===== src/rtl/fetch_pkg.sv =====
// rtl/fetch_pkg.sv - shared types and constants for the instruction-fetch sequencer
package fetch_pkg;

  typedef enum logic [1:0] {
    REQ   = 2'd0,
    WAIT  = 2'd1,
    FLUSH = 2'd2,
    HOLD  = 2'd3
  } fetch_state_t;

  localparam int INSN_BYTES = 4;

endpackage


===== src/rtl/fetch_buf.sv =====
// rtl/fetch_buf.sv - holding register for the fetched instruction, its PC and valid flag
module fetch_buf #(
  parameter int LENGTH = 32
) (
  input  logic              clk,
  input  logic              reset,
  input  logic              load,
  input  logic              clear,
  input  logic [LENGTH-1:0] ins_d,
  input  logic [LENGTH-1:0] pc_d,
  output logic              valid,
  output logic [LENGTH-1:0] ins,
  output logic [LENGTH-1:0] pc
);

  // clear only drops valid; ins/pc keep their last value
  always_ff @(posedge clk) begin
    if (reset) begin
      valid <= 1'b0;
      ins   <= '0;
      pc    <= '0;
    end else if (load) begin
      valid <= 1'b1;
      ins   <= ins_d;
      pc    <= pc_d;
    end else if (clear) begin
      valid <= 1'b0;
    end
  end

endmodule


===== src/rtl/fetch_ctrl.sv =====
// rtl/fetch_ctrl.sv - single-outstanding instruction fetch sequencer with redirect and squash
module fetch_ctrl
  import fetch_pkg::*;
#(
  parameter int                LENGTH   = 32,
  parameter int                SEL_BITS = 10,
  parameter logic [LENGTH-1:0] RESET_PC = '0
) (
  input  logic                clk,
  input  logic                reset,
  input  logic                redirect_valid,
  input  logic [LENGTH-1:0]   redirect_pc,
  output logic                mem_req,
  output logic [SEL_BITS-1:0] mem_addr,
  input  logic                mem_gnt,
  input  logic                mem_rvalid,
  input  logic [LENGTH-1:0]   mem_rdata,
  output logic                if_valid,
  input  logic                if_ready,
  output logic [LENGTH-1:0]   if_ins,
  output logic [LENGTH-1:0]   if_pc
);

  localparam logic [LENGTH-1:0] ALIGN_MASK = ~LENGTH'(INSN_BYTES - 1);

  fetch_state_t      state, state_n;
  logic [LENGTH-1:0] pc, pc_n;
  logic [LENGTH-1:0] redir_pc;
  logic              buf_load, buf_clear;

  assign redir_pc = redirect_pc & ALIGN_MASK;
  assign mem_req  = (state == REQ);
  assign mem_addr = pc[SEL_BITS+1:2];

  always_ff @(posedge clk) begin
    if (reset) begin
      state <= REQ;
      pc    <= RESET_PC & ALIGN_MASK;
    end else begin
      state <= state_n;
      pc    <= pc_n;
    end
  end

  // redirect outranks memory and decode events in every state
  always_comb begin
    state_n   = state;
    pc_n      = pc;
    buf_load  = 1'b0;
    buf_clear = 1'b0;
    case (state)
      REQ: begin
        if (redirect_valid) begin
          pc_n    = redir_pc;
          state_n = mem_gnt ? FLUSH : REQ;
        end else if (mem_gnt) begin
          state_n = WAIT;
        end
      end
      WAIT: begin
        if (redirect_valid) begin
          pc_n    = redir_pc;
          state_n = mem_rvalid ? REQ : FLUSH;
        end else if (mem_rvalid) begin
          buf_load = 1'b1;
          state_n  = HOLD;
        end
      end
      FLUSH: begin
        if (redirect_valid) pc_n = redir_pc;
        if (mem_rvalid) state_n = REQ;
      end
      HOLD: begin
        if (redirect_valid) begin
          buf_clear = 1'b1;
          pc_n      = redir_pc;
          state_n   = REQ;
        end else if (if_ready) begin
          buf_clear = 1'b1;
          pc_n      = pc + LENGTH'(INSN_BYTES);
          state_n   = REQ;
        end
      end
      default: state_n = REQ;
    endcase
  end

  fetch_buf #(
    .LENGTH(LENGTH)
  ) u_buf (
    .clk   (clk),
    .reset (reset),
    .load  (buf_load),
    .clear (buf_clear),
    .ins_d (mem_rdata),
    .pc_d  (pc),
    .valid (if_valid),
    .ins   (if_ins),
    .pc    (if_pc)
  );

  // a response is only legal while a request is outstanding
  a_rvalid_legal: assert property (@(posedge clk) disable iff (reset)
    mem_rvalid |-> (state == WAIT || state == FLUSH));

endmodule


===== config.mk =====
export PLATFORM = sky130hd
export DESIGN_NAME = fetch_ctrl
export DESIGN_NICKNAME = d
export VERILOG_FILES = /design/src/rtl/fetch_pkg.sv /design/src/rtl/fetch_buf.sv /design/src/rtl/fetch_ctrl.sv
export SDC_FILE = /design/constraint.sdc
export NUM_CORES = 1
export LEC_CHECK = 0
export ABC_AREA = 1
export CELL_PAD_IN_SITES_DETAIL_PLACEMENT = 0
export CELL_PAD_IN_SITES_GLOBAL_PLACEMENT = 2
export CORE_UTILIZATION = 22
export CTS_CLUSTER_SIZE = 8
export DETAILED_ROUTE_END_ITERATION = 10
export GPL_TIMING_DRIVEN = 1
export HOLD_SLACK_MARGIN = 0.12
export PLACE_DENSITY_LB_ADDON = 0.1
export SYNTH_ARGS = -nofsm -noshare
export SYNTH_HDL_FRONTEND = slang
export SYNTH_HIERARCHICAL = 1
export SYNTH_SLANG_ARGS = --single-unit
export TNS_END_PERCENT = 10

===== constraint.sdc =====
create_clock -name clk -period 1.5 [get_ports clk]
set_input_delay 0.225 -clock clk [delete_from_list [all_inputs] [get_ports clk]]
set_output_delay 0.225 -clock clk [all_outputs]
set_load 0.02 [all_outputs]

## After elaboration in Yosys (flattened, before gate mapping)

Index checks and enable logic that the tools add are counted.
Widths: inputs -> output; s select.

| storage, ports and cells | value |
|---|---|
| output and inout port bits | 76 |
| word-level logic and storage cells | 41 |
| input bits | 70 |
| register bits after elaboration | 99 |

| operators by class | value |
|---|---|
| eq/ne operators | 8 |
| add/subtract/negate cells | 1 |
| muxes and demuxes | 22 |
| reduce and logical (&&, ||, !) cells | 5 |

Operator list:

| cell | number |
|---|---|
| $mux 32 | 3 |
| $pmux 32 s2 | 1 |
| $add 32x3->32 const B | 1 |
| $mux 2 | 9 |
| $mux 1 | 8 |
| $pmux 2 s4 | 1 |
| $ne 3x3->1 const B | 2 |
| $eq 2x2->1 const B | 2 |
| $reduce_and 4->1 | 1 |
| $ne 3x2->1 const B | 1 |
| $reduce_or 3->1 | 1 |
| $eq 2x1->1 const B | 1 |
| $logic_not 2->1 | 1 |
| $ne 2x1->1 const B | 1 |
| $ne 2x2->1 const B | 1 |
| $reduce_and 2->1 | 1 |
| $reduce_bool 2->1 | 1 |

## Longest topological paths before layout

Gate-level depths: netlist of the first run.

| logic depth | value |
|---|---|
| word-level depth | 5 |
| mapped depth | 10 |
| gate-level depth less buffers | 10 |

## Cells and area by module

Netlist of the first run, hierarchy kept.

Modules (own cells, without submodules):

| module | area each (um2) | instances | seq. area each (um2) | cells each |
|---|---|---|---|---|
| fetch_ctrl | 2509.9 | 1 | 640.6 | 436 |
| fetch_buf | 2296.0 | 1 | 1301.2 | 282 |

## Worst setup path after synthesis of the first run

OpenSTA, ideal clock, no wires.

| timing | value |
|---|---|
| path type | register -> register |
| from | register, netlist name pc[2] |
| to | register, netlist name pc[14] |
| cell stages (with the launch flop) | 11 |
| clock period less this slack | 1.470 ns |
| data required time | 1.381 ns |
| library setup time | 0.119 ns |
| path buffers | 0 |
| data arrival time | 1.350 ns |
| slack | 0.030 ns |
| cells stage by stage | dfxtp_1 -> ha_1 -> nand2_1 -> nor2_1 -> nand2_4 -> nor2_8 -> nand3_1 -> o21ai_0 -> nand2_1 -> nand2_1 -> a21oi_1 |

==> qor_table.md, run 1 <==
| Quantity | Reported | Unit |
|:---|:---|:---|
| Area taken by flip-flops and latches | 1960 | um^2 |
| Number of nets in the layout | 986 | - |
| Remaining global-route overflow | 0 | - |
| Highest achievable clock rate | 0.647 | GHz |
| Final HPWL DP | 13300 | um |
| Share of flip-flops with an asynchronous set or reset after synthesis | 0 | % |
| CTS H-Tree Depth | 3 | - |
| Synth Warn # | 6 | - |
| Total Routed Length | 17800 | um |
| Routed vias/inst | 4.40 | - |
| Maximum resistive drop on vdd | 0.504 | mV |
| Final-layout setup total negative slack | -0.0659 | ns |
| Number of hold buffers added after CTS | 0 | - |
| Arrival time at the worst endpoint | 1.79 | ns |
| Dominant register cell in the synthesized netlist | dfxtp_1 | - |
| Via count | 5251 | - |
| Status | complete, but fails checks | - |
| Number of fill cells | 2323 | - |
| Floorplan row count | 53 | - |
| Share of the core filled with cells | 35.3 | % |
| Number of DRC violations after detailed-routing iteration 0 | 230 | - |
| Hold Worst Slack | 0.456 | ns |
| Violations in the final reports | setup timing | - |
| Number of buffers between clock root and the deepest sink | 2 | - |
| Filler-free cell count of the finished design | 1194 | - |
| Top fanout value on the critical path | 6 | - |
| Post-place setup slack | -0.321 | ns |
| Power consumption | 7.04 | mW |
| Number of different library cells in the post-synthesis netlist | 39 | - |
| Hold Path Class | input pin to register | - |
| Cell count after placement | 1173 | - |
| Max capacitance violation total | 0 | - |
| Element type at the critical path end | register | - |
| Clock period minus worst slack | 1.55 | ns |
| Required arrival time at the worst endpoint | 1.74 | ns |
| Maximum number of pins on one net before global-route repair | 48 | - |
| Clock Pin Slew Worst Setup and Hold Paths | 0.07 | ns |
| Number of storage elements in the synthesis netlist | 97 | - |
| Number of global-route vias before repair | 5111 | - |
| Final routed DRC violation total | 0 | - |
| Die ar. | 22400 | um^2 |
| Count of flip-flops with a built-in enable after synthesis | 0 | - |
| Count of final hold-check violations | 0 | - |
| Clock skew after layout | 0.00835 | ns |
| Root buffer selected by CTS | clkbuf_16 | - |
| Global placement routability congestion | 0.795 | - |
| I/O Pins | 146 | - |
| Unrepaired setup endpoints after global routing | true | - |
| Die Wd | 150 | um |
| Synth Instances | 718 | - |
| Initial Util | 22.6 | % |
| Iteration count of the initial detailed-routing pass | 5 | - |
| Number of pins with negative max-slew slack in the final report | 0 | - |
| Critical Setup Path Class | register to register | - |
| Global-route usage over all layers | 16.1 | % |
| Sink Count | 97 | - |
| Pwr dens | 941 | nW/um^2 |
| Final setup violating endpoints | 2 | - |
| Die span in y | 150 | um |
| Area taken by multi-input logic gates | 2590 | um^2 |
| Total non-filler cell area in the finished layout | 7490 | um^2 |
| Number of port buffers | 143 | - |
| Number of routed nets with antenna violations | 0 | - |
| Per-cell routed wire length | 14.9 | um |
| Kind of start point of the critical path | register | - |
| Mapped Avg Cell Area | 6.69 | um^2 |
| Count of antenna diodes in the layout | 0 | - |
| TritonCTS clock tree | yes | - |
| Number of buffers created by CTS | 9 | - |
| Area of the core | 21200 | um^2 |
| Antenna violations before repair | 0 | - |
| Final worst-path cycle share | 103 | % |
| Share of the yosys chip area belonging to registers | 40.4 | % |
| Worst Setup Slack, final | -0.0454 | ns |
| Leakage dissipation | 3.38 | nW |
| Placed instance area | 6980 | um^2 |
| Fraction of layout cells with a size suffix above 1 | 20.8 | % |
| Syn Std Cell Area | 4810 | um^2 |
| Clock Latency Late Sink | 0.35 | ns |
| Layout Area Growth over Synthesis | 55.8 | % |
| Global-route wire length before repair | 27700 | um |
-- registers in the layout (all words and copies together) (netlist names) --
name and flops:
u_buf/pc 32, pc 30, u_buf/valid 1, state 2, u_buf/ins 32
-- routing by layer --
| metal | share of wire [%] | global-route usage [%] |
|---|---|---|
| met1 | 45 | 20.7 |
| met2 | 49 | 26.9 |
| met3 | 4.9 | 3.99 |
| met4 | 1.0 | 3.79 |
| met5 | 0 | 0 |
-- area by class of cell --
type | count | share of cell area [%]
tap | 275 | 4.59
clock inverter | 6 | 1.50
clock buffer | 9 | 3.01
multi-input combinational | 538 | 34.6
timing repair buffer | 230 | 28.1
sequential | 97 | 26.2
inverter | 39 | 2.02
-- path summary, 6_finish.rpt --
kind	start	endpoint	slack [ns]	cells past startpoint
min	mem_rdata[5]	u_buf/ins[5]	0.46	3
max reg2reg	pc[2]	pc[17]	-0.05	9
max	pc[2]	pc[17]	-0.05	9
min reg2reg	u_buf/pc[25]	u_buf/pc[25]	0.49	2
-- timing repair --
action	CTS	global route
buffers inserted	3	3
setup endpoints to repair	126	97
gates resized for setup	88	71
pin swaps	1	14
-- cells in the final DEF (no fill, tap or decap), types with 7 or more instances in the layout --
| cell type | Yosys | routed |
|---|---|---|
| inv_2 | 6 | 7 |
| nor2_4 | 4 | 10 |
| nand2_2 | 8 | 7 |
| nor2_1 | 199 | 181 |
| nand2_1 | 127 | 125 |
| clkdlybuf4s50_1 | 0 | 67 |
| o21ai_1 | 3 | 8 |
| o21ai_0 | 87 | 81 |
| dfxtp_1 | 97 | 84 |
| nand3_1 | 31 | 27 |
| buf_4 | 12 | 74 |
| inv_1 | 31 | 29 |
| a21oi_1 | 33 | 31 |
| dfxtp_2 | 0 | 11 |
| dlygate4sd2_1 | 0 | 69 |
| buf_12 | 0 | 7 |
| nor2_2 | 16 | 28 |
| clkbuf_16 | 0 | 9 |
-- power by group --
part | switching (mW) | internal (mW) | total [mW]
Sequential | 0.163 | 2.77 | 2.93
Clock | 1.08 | 1.63 | 2.71
Combinational | 0.756 | 0.648 | 1.40
Total | 2.00 | 5.05 | 7.04
-- worst max-delay path: stages (launching register included) --
cell and delay [ns]:
dfxtp_4 0.37, buf_6 0.10, nand2_4 0.05, nor2_4 0.21, nand2_4 0.10, nor2_4 0.20
nand3_2 0.12, nor2_2 0.11, o21a_1 0.12, nor2_1 0.03
-- synthesized netlist by cell type (2+ instances only) --
cell type    n  area (um^2)
nor2_1     199          747
nand2_1    127          477
dfxtp_1     97         1940
o21ai_0     87          435
a21oi_1     33          165
inv_1       31          116
nand3_1     31          155
nor2_2      16          100
buf_2       13         65.1
buf_4       12         90.1
nand2_2      8         50.1
clkbuf_1     7         26.3
buf_6        6         67.6
inv_2        6         22.5
clkbuf_2     5         25.0
nand4_1      4         25.0
nor2_4       4         45.0
nor3_1       4         20.0
o21ai_1      3         15.0
a211oi_1     2         15.0
a31oi_1      2         12.5
buf_8        2         30.0
nand2_4      2         22.5
o211ai_1     2         15.0
-- kinds of logic after synthesis --
logic type,share of synthesized area (%)
other,0.0780
DFF,40.4
buffers and inverters,9.42
and+or+nand+nor,35.1
adders and majority gates,0.260
AOI/OAI and AO/OA,14.7
(Power assumes the default switching activity.)
==> run 2, diff against run 1 <==
- ABC_AREA: 1 -> default
- CORE_UTILIZATION: 22 -> 24
- TNS_END_PERCENT: 10 -> 1
==> run 2 against run 1 <==
Area after synthesis fell by 9.5%. Utilization rose by 4.3 points. Register-to-register slack got worse by 0.28 ns. Count of clock-buffer cells in the layout rose by 2. Die area fell by 17%. Combinational power fell by 40%. Via count fell by 22%. The flow still finishes with violations (setup timing). Hold slack got worse by 0.12 ns. Maximum frequency fell by 16%. First-iteration DRC count fell by 37%. Cell area fell by 7.6%. Cell count fell by 24%.
==> qor_table.md, run 2 <==
| Quantity | Reported | Unit |
|:---|:---|:---|
| TritonCTS clock tree | yes | - |
| Mapped Avg Cell Area | 9.17 | um^2 |
| Die Wd | 137 | um |
| Element type at the critical path end | register | - |
| Fraction of layout cells with a size suffix above 1 | 22.1 | % |
| Clock skew after layout | 0.00759 | ns |
| Number of routed nets with antenna violations | 0 | - |
| Post-synthesis xor/xnor area fraction | 2.22 | % |
| Leading cell types by total area after synthesis | dfxtp_1 45%, mux2i_1 15%, nor2_1 8.7% | - |
| Final worst-path cycle share | 122 | % |
| Count of final hold-check violations | 0 | - |
| Worst Setup Slack, final | -0.330 | ns |
| Max capacitance violation total | 0 | - |
| Area taken by multi-input logic gates | 2220 | um^2 |
| Violations in the final reports | setup timing | - |
| R2r setup slk | -0.33 | ns |
| Status | complete, but fails checks | - |
| Global-route usage over all layers | 15.6 | % |
| Synthesized-area fraction occupied by ao, oa, aoi and oai cells | 10.5 | % |
| Slew margin rel. | 64.7 | % |
| Per-cell routed wire length | 15.2 | um |
| Highest achievable clock rate | 0.547 | GHz |
| Maximum resistive drop on vdd | 0.531 | mV |
| Pwr dens | 832 | nW/um^2 |
| CP Launch Point | pc[10] | - |
| Initial Util | 24.9 | % |
| Root buffer selected by CTS | clkbuf_16 | - |
| Number of global-route vias before repair | 4211 | - |
| Power consumption | 5.76 | mW |
| Yosys top cell by area | dfxtp_1 | - |
| Number of buffers created by CTS | 9 | - |
| Layout Area Growth over Synthesis | 59.1 | % |
| Cell count of the worst reg-to-reg path | 5 | - |
| Destination of the worst register-to-register timing path | pc[25] | - |
| Fraction of synthesized area in multiplexers | 15.2 | % |
| Global-route wire length before repair | 22300 | um |
| Total Routed Length | 13900 | um |
| Critical Setup Path Class | register to register | - |
| Share of flip-flops with an asynchronous set or reset after synthesis | 0 | % |
| Worst setup endpoint | pc[25] | - |
| Final HPWL DP | 10300 | um |
| Sink Count | 97 | - |
| Routed vias/inst | 4.50 | - |
| Antenna violations before repair | 0 | - |
| Number of hold buffers added after CTS | 0 | - |
| Worst Max-Slew Pin Slew | 0.529 | ns |
| Die ar. | 18700 | um^2 |
| Die span in y | 137 | um |
| Number of DRC violations after detailed-routing iteration 0 | 144 | - |
| Syn Std Cell Area | 4350 | um^2 |
| Via count | 4108 | - |
| Synth top cells by count | 101 x nor2_1, 97 x dfxtp_1, 65 x mux2i_1 | - |
| Number of buffers between clock root and the deepest sink | 2 | - |
| Leakage dissipation | 2.90 | nW |
| Number of port buffers | 143 | - |
| Clock Pin Slew Worst Setup and Hold Paths | 0.07 | ns |
| Global placement routability congestion | 0.783 | - |
| Dominant register cell in the synthesized netlist | dfxtp_1 | - |
| Iteration count of the initial detailed-routing pass | 4 | - |
| Number of different library cells in the post-synthesis netlist | 48 | - |
| Most used cells in the layout excluding fill and tap cells | 98 x nor2_1, 86 x dfxtp_1, 77 x buf_4 | - |
| I/O Pins | 146 | - |
| Clock period minus worst slack | 1.83 | ns |
| Count of antenna diodes in the layout | 0 | - |
| Leading cell type by number of instances after synthesis | nor2_1 | - |
| Top fanout value on the critical path | 4 | - |
| Number of storage elements in the synthesis netlist | 97 | - |
| Worst R2R Start | pc[10] | - |
| Final routed DRC violation total | 0 | - |
| Number of fill cells | 1794 | - |
| Area of the core | 17500 | um^2 |
| Maximum number of pins on one net before global-route repair | 40 | - |
| Required arrival time at the worst endpoint | 1.74 | ns |
| Commonest non-fill, non-tap cell in the layout | nor2_1 | - |
| Number of pins with negative max-slew slack in the final report | 0 | - |
| Hold Path Class | input pin to register | - |
| Portion of synthesized cell area occupied by the leading cell type | 44.7 | % |
| Clock Latency Late Sink | 0.35 | ns |
| Floorplan row count | 48 | - |
| Area taken by flip-flops and latches | 1960 | um^2 |
| Count of flip-flops with a built-in enable after synthesis | 0 | - |
| Synthesized-area fraction occupied by and/or/nand/nor cells | 19.8 | % |
| Share of the yosys chip area belonging to registers | 44.7 | % |
| Top layer in use | met4 | - |
| Arrival time at the worst endpoint | 2.07 | ns |
| Post-synthesis share of cell area spent on full adders, half adders and majority gates | 0.288 | % |
| Sum of met3 wire segment lengths after detailed routing | 657 | um |
| Largest registers | u_buf/ins (32), u_buf/pc (32), pc (30) | - |
| Unrepaired setup endpoints after global routing | true | - |
| Final setup violating endpoints | 23 | - |
| Main combinational cell family by area after synthesis | simple AND/OR/NAND/NOR gates | - |
| CTS H-Tree Depth | 3 | - |
| Metal2 WL | 6420 | um |
| Synth Warn # | 6 | - |
| Synth Instances | 474 | - |
| Remaining global-route overflow | 0 | - |
| Kind of start point of the critical path | register | - |
| Final-layout setup total negative slack | -3.23 | ns |
| Number of nets in the layout | 755 | - |
| Routed length on met1 | 6580 | um |
==> run 2: cell types whose count changed after synthesis, moves of 8 or more <==
cell / delta
nand3_1: -19
nand2_1: -109
nor2_1: -98
buf_2: -11
nand2_2: -8
nor3_1: +11
a21oi_1: -16
inv_1: -23
mux2i_1: +65
a211oi_1: +13
o21ai_0: -76
nor2_2: -16
==> run 2: worst min-delay path by stage <==
stage,startpoint,endpoint,slack (ns),cells after the start
finish,reset,u_buf/pc[18],0.34,2
floorplan,reset,pc[20],0.31,1
global placement,u_buf/valid,u_buf/valid,0.46,2
global route,reset,u_buf/pc[18],0.35,2
CTS,reset,u_buf/pc[21],0.33,2
detailed placement,u_buf/valid,u_buf/valid,0.47,2
==> run 2: cells by family after synthesis <==
family / after synthesis
compound gates: 67
xor+xnor: 11
fa+ha+maj: 1
buf+inv: 48
flops: 97
mux: 66
other cells: 1
simple gates: 183
==> run 2: cell type report <==
type / instances / area share (%)
multi-input cells: 330 / 32.0
repair buffers: 236 / 31.2
flip-flops and latches: 97 / 28.3
well taps: 225 / 4.07
clock buffers: 11 / 3.51
inverters: 10 / 0.542
clock inverters: 4 / 0.434
==> run 2: metrics by stage <==
step                std cells  setup WS [ns]  hold slack (ns)  cell area (um^2)  utilization, %
detailed placement        897         -0.583            0.468              6580            37.7
global placement          897         -0.558            0.463              6580            37.7
floorplan                 475         -0.366            0.315              4370               -
CTS                       913         -0.349            0.330              6860            39.2
finish                    913         -0.330            0.339              6920            39.6
global route              913         -0.412            0.350              6920            39.6
==> run 2: where the power goes <==
| part | internal (mW) | switching (mW) | leakage (nW) | total (mW) |
|---|---|---|---|---|
| sequential | 2.66 | 0.0575 | 0.793 | 2.72 |
| combinational | 0.457 | 0.383 | 1.98 | 0.839 |
| clock | 1.16 | 1.04 | 0.120 | 2.20 |
==> run 2: critical path, stage by stage, from the launching register on <==
cell and delay (ns):
dfxtp_2 0.36, nand4_4 0.11, or4_1 0.68, nor3_4 0.29
nand3_1 0.10, and3_1 0.18
==> run 2: repair_timing <==
action	in CTS	in global routing
pin swaps	11	4
buffers inserted	1	0
setup endpoints to repair	124	94
resized for setup	109	19
==> run 2: per-layer routing <==
| layer | global-route usage, % | vias to the layer above |
|---|---|---|
| met5 | 0 | - |
| met4 | 5.93 | 0 |
| met3 | 2.96 | 11 |
| met2 | 25.5 | 87 |
| met1 | 20.3 | 1933 |
| li1 | - | 2077 |
==> run 3, diff against run 2 <==
- CORE_UTILIZATION: 24 -> 22
- SYNTH_HIERARCHICAL: 1 -> default
==> run 3 against run 2 <==
Critical path type unchanged. Non-clock buffer count is 5 lower. The flow still finishes with violations (setup timing). Setup slack better by 0.16 ns. Via count is 7.8% higher. Utilization is 3.2 points lower.
==> qor_table.md, run 3 <==
| Quantity | Reported | Unit |
|:---|:---|:---|
| Maximum resistive drop on vdd | 0.543 | mV |
| Root buffer selected by CTS | clkbuf_16 | - |
| Count of flip-flops with a built-in enable after synthesis | 0 | - |
| Count of antenna diodes in the layout | 0 | - |
| Destination of the worst register-to-register timing path | pc[30] | - |
| Cell count of the worst reg-to-reg path | 6 | - |
| Number of stages on the worst hold path | 3 | - |
| Sink Count | 95 | - |
| Total Routed Length | 14800 | um |
| Status | complete, but fails checks | - |
| Number of storage elements in the synthesis netlist | 95 | - |
| Unrepaired setup endpoints after global routing | true | - |
| R2r setup slk | -0.17 | ns |
| Remaining global-route overflow | 0 | - |
| Number of flip-flops in the largest register | 32 | - |
| Clock Latency Late Sink | 0.36 | ns |
| Highest achievable clock rate | 0.599 | GHz |
| Number of hold buffers added after CTS | 0 | - |
| Max capacitance violation total | 0 | - |
| Portion of synthesized cell area occupied by the leading cell type | 45.7 | % |
| Mapped Avg Cell Area | 7.69 | um^2 |
| Worst setup endpoint | pc[30] | - |
| Final HPWL DP | 10900 | um |
| Global-route usage over all layers | 15.5 | % |
| Global-route wire length before repair | 23300 | um |
| Final worst-path cycle share | 111 | % |
| Area taken by flip-flops and latches | 1910 | um^2 |
| Synth Warn # | 0 | - |
| I/O Pins | 146 | - |
| Dominant register cell in the synthesized netlist | dfxtp_1 | - |
| Number of port buffers | 141 | - |
| Number of buffers created by CTS | 9 | - |
| Clock skew after layout | 0.00732 | ns |
| Floorplan row count | 49 | - |
| Post-CTS setup repair buffer count | 0 | - |
| Most used cells in the layout excluding fill and tap cells | 148 x nand2_1, 89 x dfxtp_1, 83 x buf_4 | - |
| Antenna violations before repair | 0 | - |
| Die span in y | 140 | um |
| Share of the core filled with cells | 36.4 | % |
| Layout Area Growth over Synthesis | 59.8 | % |
| Worst-path cell chain | ha_4, and3_4, and4_4, nand3_2, or3_1, a311oi_1 | - |
| Number of DRC violations after detailed-routing iteration 0 | 190 | - |
| Violations in the final reports | setup timing | - |
| Leading cell type by number of instances after synthesis | nand2_1 | - |
| Global placement routability congestion | 0.845 | - |
| Iteration count of the initial detailed-routing pass | 4 | - |
| Arrival time at the worst endpoint | 1.93 | ns |
| Syn Std Cell Area | 4160 | um^2 |
| Stages on worst setup path | 6 | - |
| Kind of start point of the critical path | register | - |
| Die ar. | 19500 | um^2 |
| Area of the core | 18300 | um^2 |
| Worst Setup Slack, final | -0.168 | ns |
| Per-cell routed wire length | 15.3 | um |
| Top fanout value on the critical path | 4 | - |
| TritonCTS clock tree | yes | - |
| Leading cell types by total area after synthesis | dfxtp_1 46%, nand2_1 13%, a21oi_1 9.9% | - |
| Top cell family by delay on the critical path | simple AND/OR/NAND/NOR gates | - |
| Number of nets in the layout | 804 | - |
| Pwr dens | 874 | nW/um^2 |
| Share of flip-flops with an asynchronous set or reset after synthesis | 0 | % |
| Number of pins with negative max-slew slack in the final report | 0 | - |
| Maximum number of pins on one net before global-route repair | 42 | - |
| Commonest non-fill, non-tap cell in the layout | nand2_1 | - |
| Number of routed nets with antenna violations | 0 | - |
| Max stage delay on crit path | 0.37 | ns |
| Buffering stage count on the worst path with inverters included | 0 | - |
| Number of buffers between clock root and the deepest sink | 2 | - |
| Number of global-route vias before repair | 4422 | - |
| Count of final hold-check violations | 0 | - |
| Share of the yosys chip area belonging to registers | 45.7 | % |
| Largest registers | u_buf.ins (32), pc (30), u_buf.pc (30) | - |
| Filler-free cell count of the finished design | 967 | - |
| Synth Instances | 541 | - |
| Final setup violating endpoints | 14 | - |
| CP Launch Point | pc[2] | - |
| Required arrival time at the worst endpoint | 1.77 | ns |
| Worst R2R Start | pc[2] | - |
| Number of different library cells in the post-synthesis netlist | 45 | - |
| Die Wd | 140 | um |
| Element type at the critical path end | register | - |
| Clock Pin Slew Worst Setup and Hold Paths | 0.07 | ns |
| Synth top cells by count | 149 x nand2_1, 95 x dfxtp_1, 82 x a21oi_1 | - |
| Register with the most flip-flops | u_buf.ins | - |
| Initial Util | 22.8 | % |
| Final routed DRC violation total | 0 | - |
| Fraction of layout cells with a size suffix above 1 | 18.7 | % |
| Slowest cell on crit path | dfxtp_4 | - |
| Clock period minus worst slack | 1.67 | ns |
| Routed vias/inst | 4.58 | - |
| Number of fill cells | 1949 | - |
| Via count | 4428 | - |
| Critical Setup Path Class | register to register | - |
| Hold Path Class | input pin to register | - |
| CTS H-Tree Depth | 3 | - |
| Area taken by multi-input logic gates | 2080 | um^2 |
| Cell count after placement | 951 | - |
| Leakage dissipation | 2.75 | nW |
| Yosys top cell by area | dfxtp_1 | - |
==> run 3: changes by cell type in the layout (fill, tap and decap cells not counted), sizes merged, moves of 7 or more <==
cell | previous run | this run
nand2 | 18 | 149
mux2i | 65 | 3
nor2 | 101 | 30
a211oi | 15 | 8
a21oi | 17 | 82
==> run 3: metrics by stage <==
| step | TNS [ns] | worst slack (ns) | hold slack (ns) | power (mW) | cell area, um^2 |
|---|---|---|---|---|---|
| after floorplan | -3.57 | -0.182 | 0.333 | 3.05 | 4190 |
| after global placement | -16.88 | -0.341 | 0.442 | 3.51 | 6380 |
| after detailed placement | -18.72 | -0.395 | 0.447 | 3.51 | 6380 |
| after CTS | -1.30 | -0.190 | 0.325 | 5.92 | 6630 |
| after global routing | -2.71 | -0.274 | 0.352 | 6.07 | 6650 |
| final | -0.994 | -0.168 | 0.330 | 5.81 | 6650 |
==> run 3: area by class of cell <==
cell class	instances	area share (%)
timing repair buffer	231	30.9
clock inverter	6	1.05
inverter	4	0.226
sequential	95	28.8
multi-input combinational	392	31.3
clock buffer	10	3.44
tap	229	4.31
==> run 3: logic make-up after synthesis <==
kind of cell	count (synthesis)	share of synthesized area, %
simple gates	247	26.3
fa+ha+maj	1	0.301
compound gates	126	17.6
mux	4	0.992
buf+inv	55	6.47
flops	95	45.7
xor+xnor	12	2.53
other cells	1	0.0901
==> run 3: worst min-delay path by stage <==
| stage | from | endpoint | slack, ns |
|---|---|---|---|
| 2_1_floorplan | if_ready | pc[8] | 0.33 |
| 3_3_place_gp | u_buf.pc[6] | u_buf.pc[6] | 0.44 |
| 3_5_place_dp | u_buf.pc[9] | u_buf.pc[9] | 0.45 |
| 4_1_cts | reset | pc[2] | 0.33 |
| 5_1_grt | reset | pc[4] | 0.35 |
| 6_report | reset | pc[5] | 0.33 |
==> run 3: power by group <==
part | internal (mW) | switching [mW] | total (mW)
sequential | 2.60 | 0.0502 | 2.65
combinational | 0.404 | 0.378 | 0.782
clock | 1.31 | 1.07 | 2.38
total | 4.31 | 1.50 | 5.81
==> run 3: what timing repair did <==
item | 4_1_cts | 5_1_grt
setup endpoints to repair | 96 | 31
resized for setup | 93 | 15
pin swaps | 4 | 8
==> run 3: routing by layer <==
layer,vias to the layer above,track usage (%),share of wire [%]
met1,2069,20.8,49
li1,2224,-,-
met2,118,24.3,44
met5,-,0,0
met3,17,2.86,4.9
met4,0,6.37,2.0
==> run 3: worst register-to-register path, cell delays in order (launching register included) <==
cell      delay (ns)
dfxtp_4         0.37
ha_4            0.14
and3_4          0.19
and4_4          0.25
nand3_2         0.07
or3_1           0.31
a311oi_1        0.25
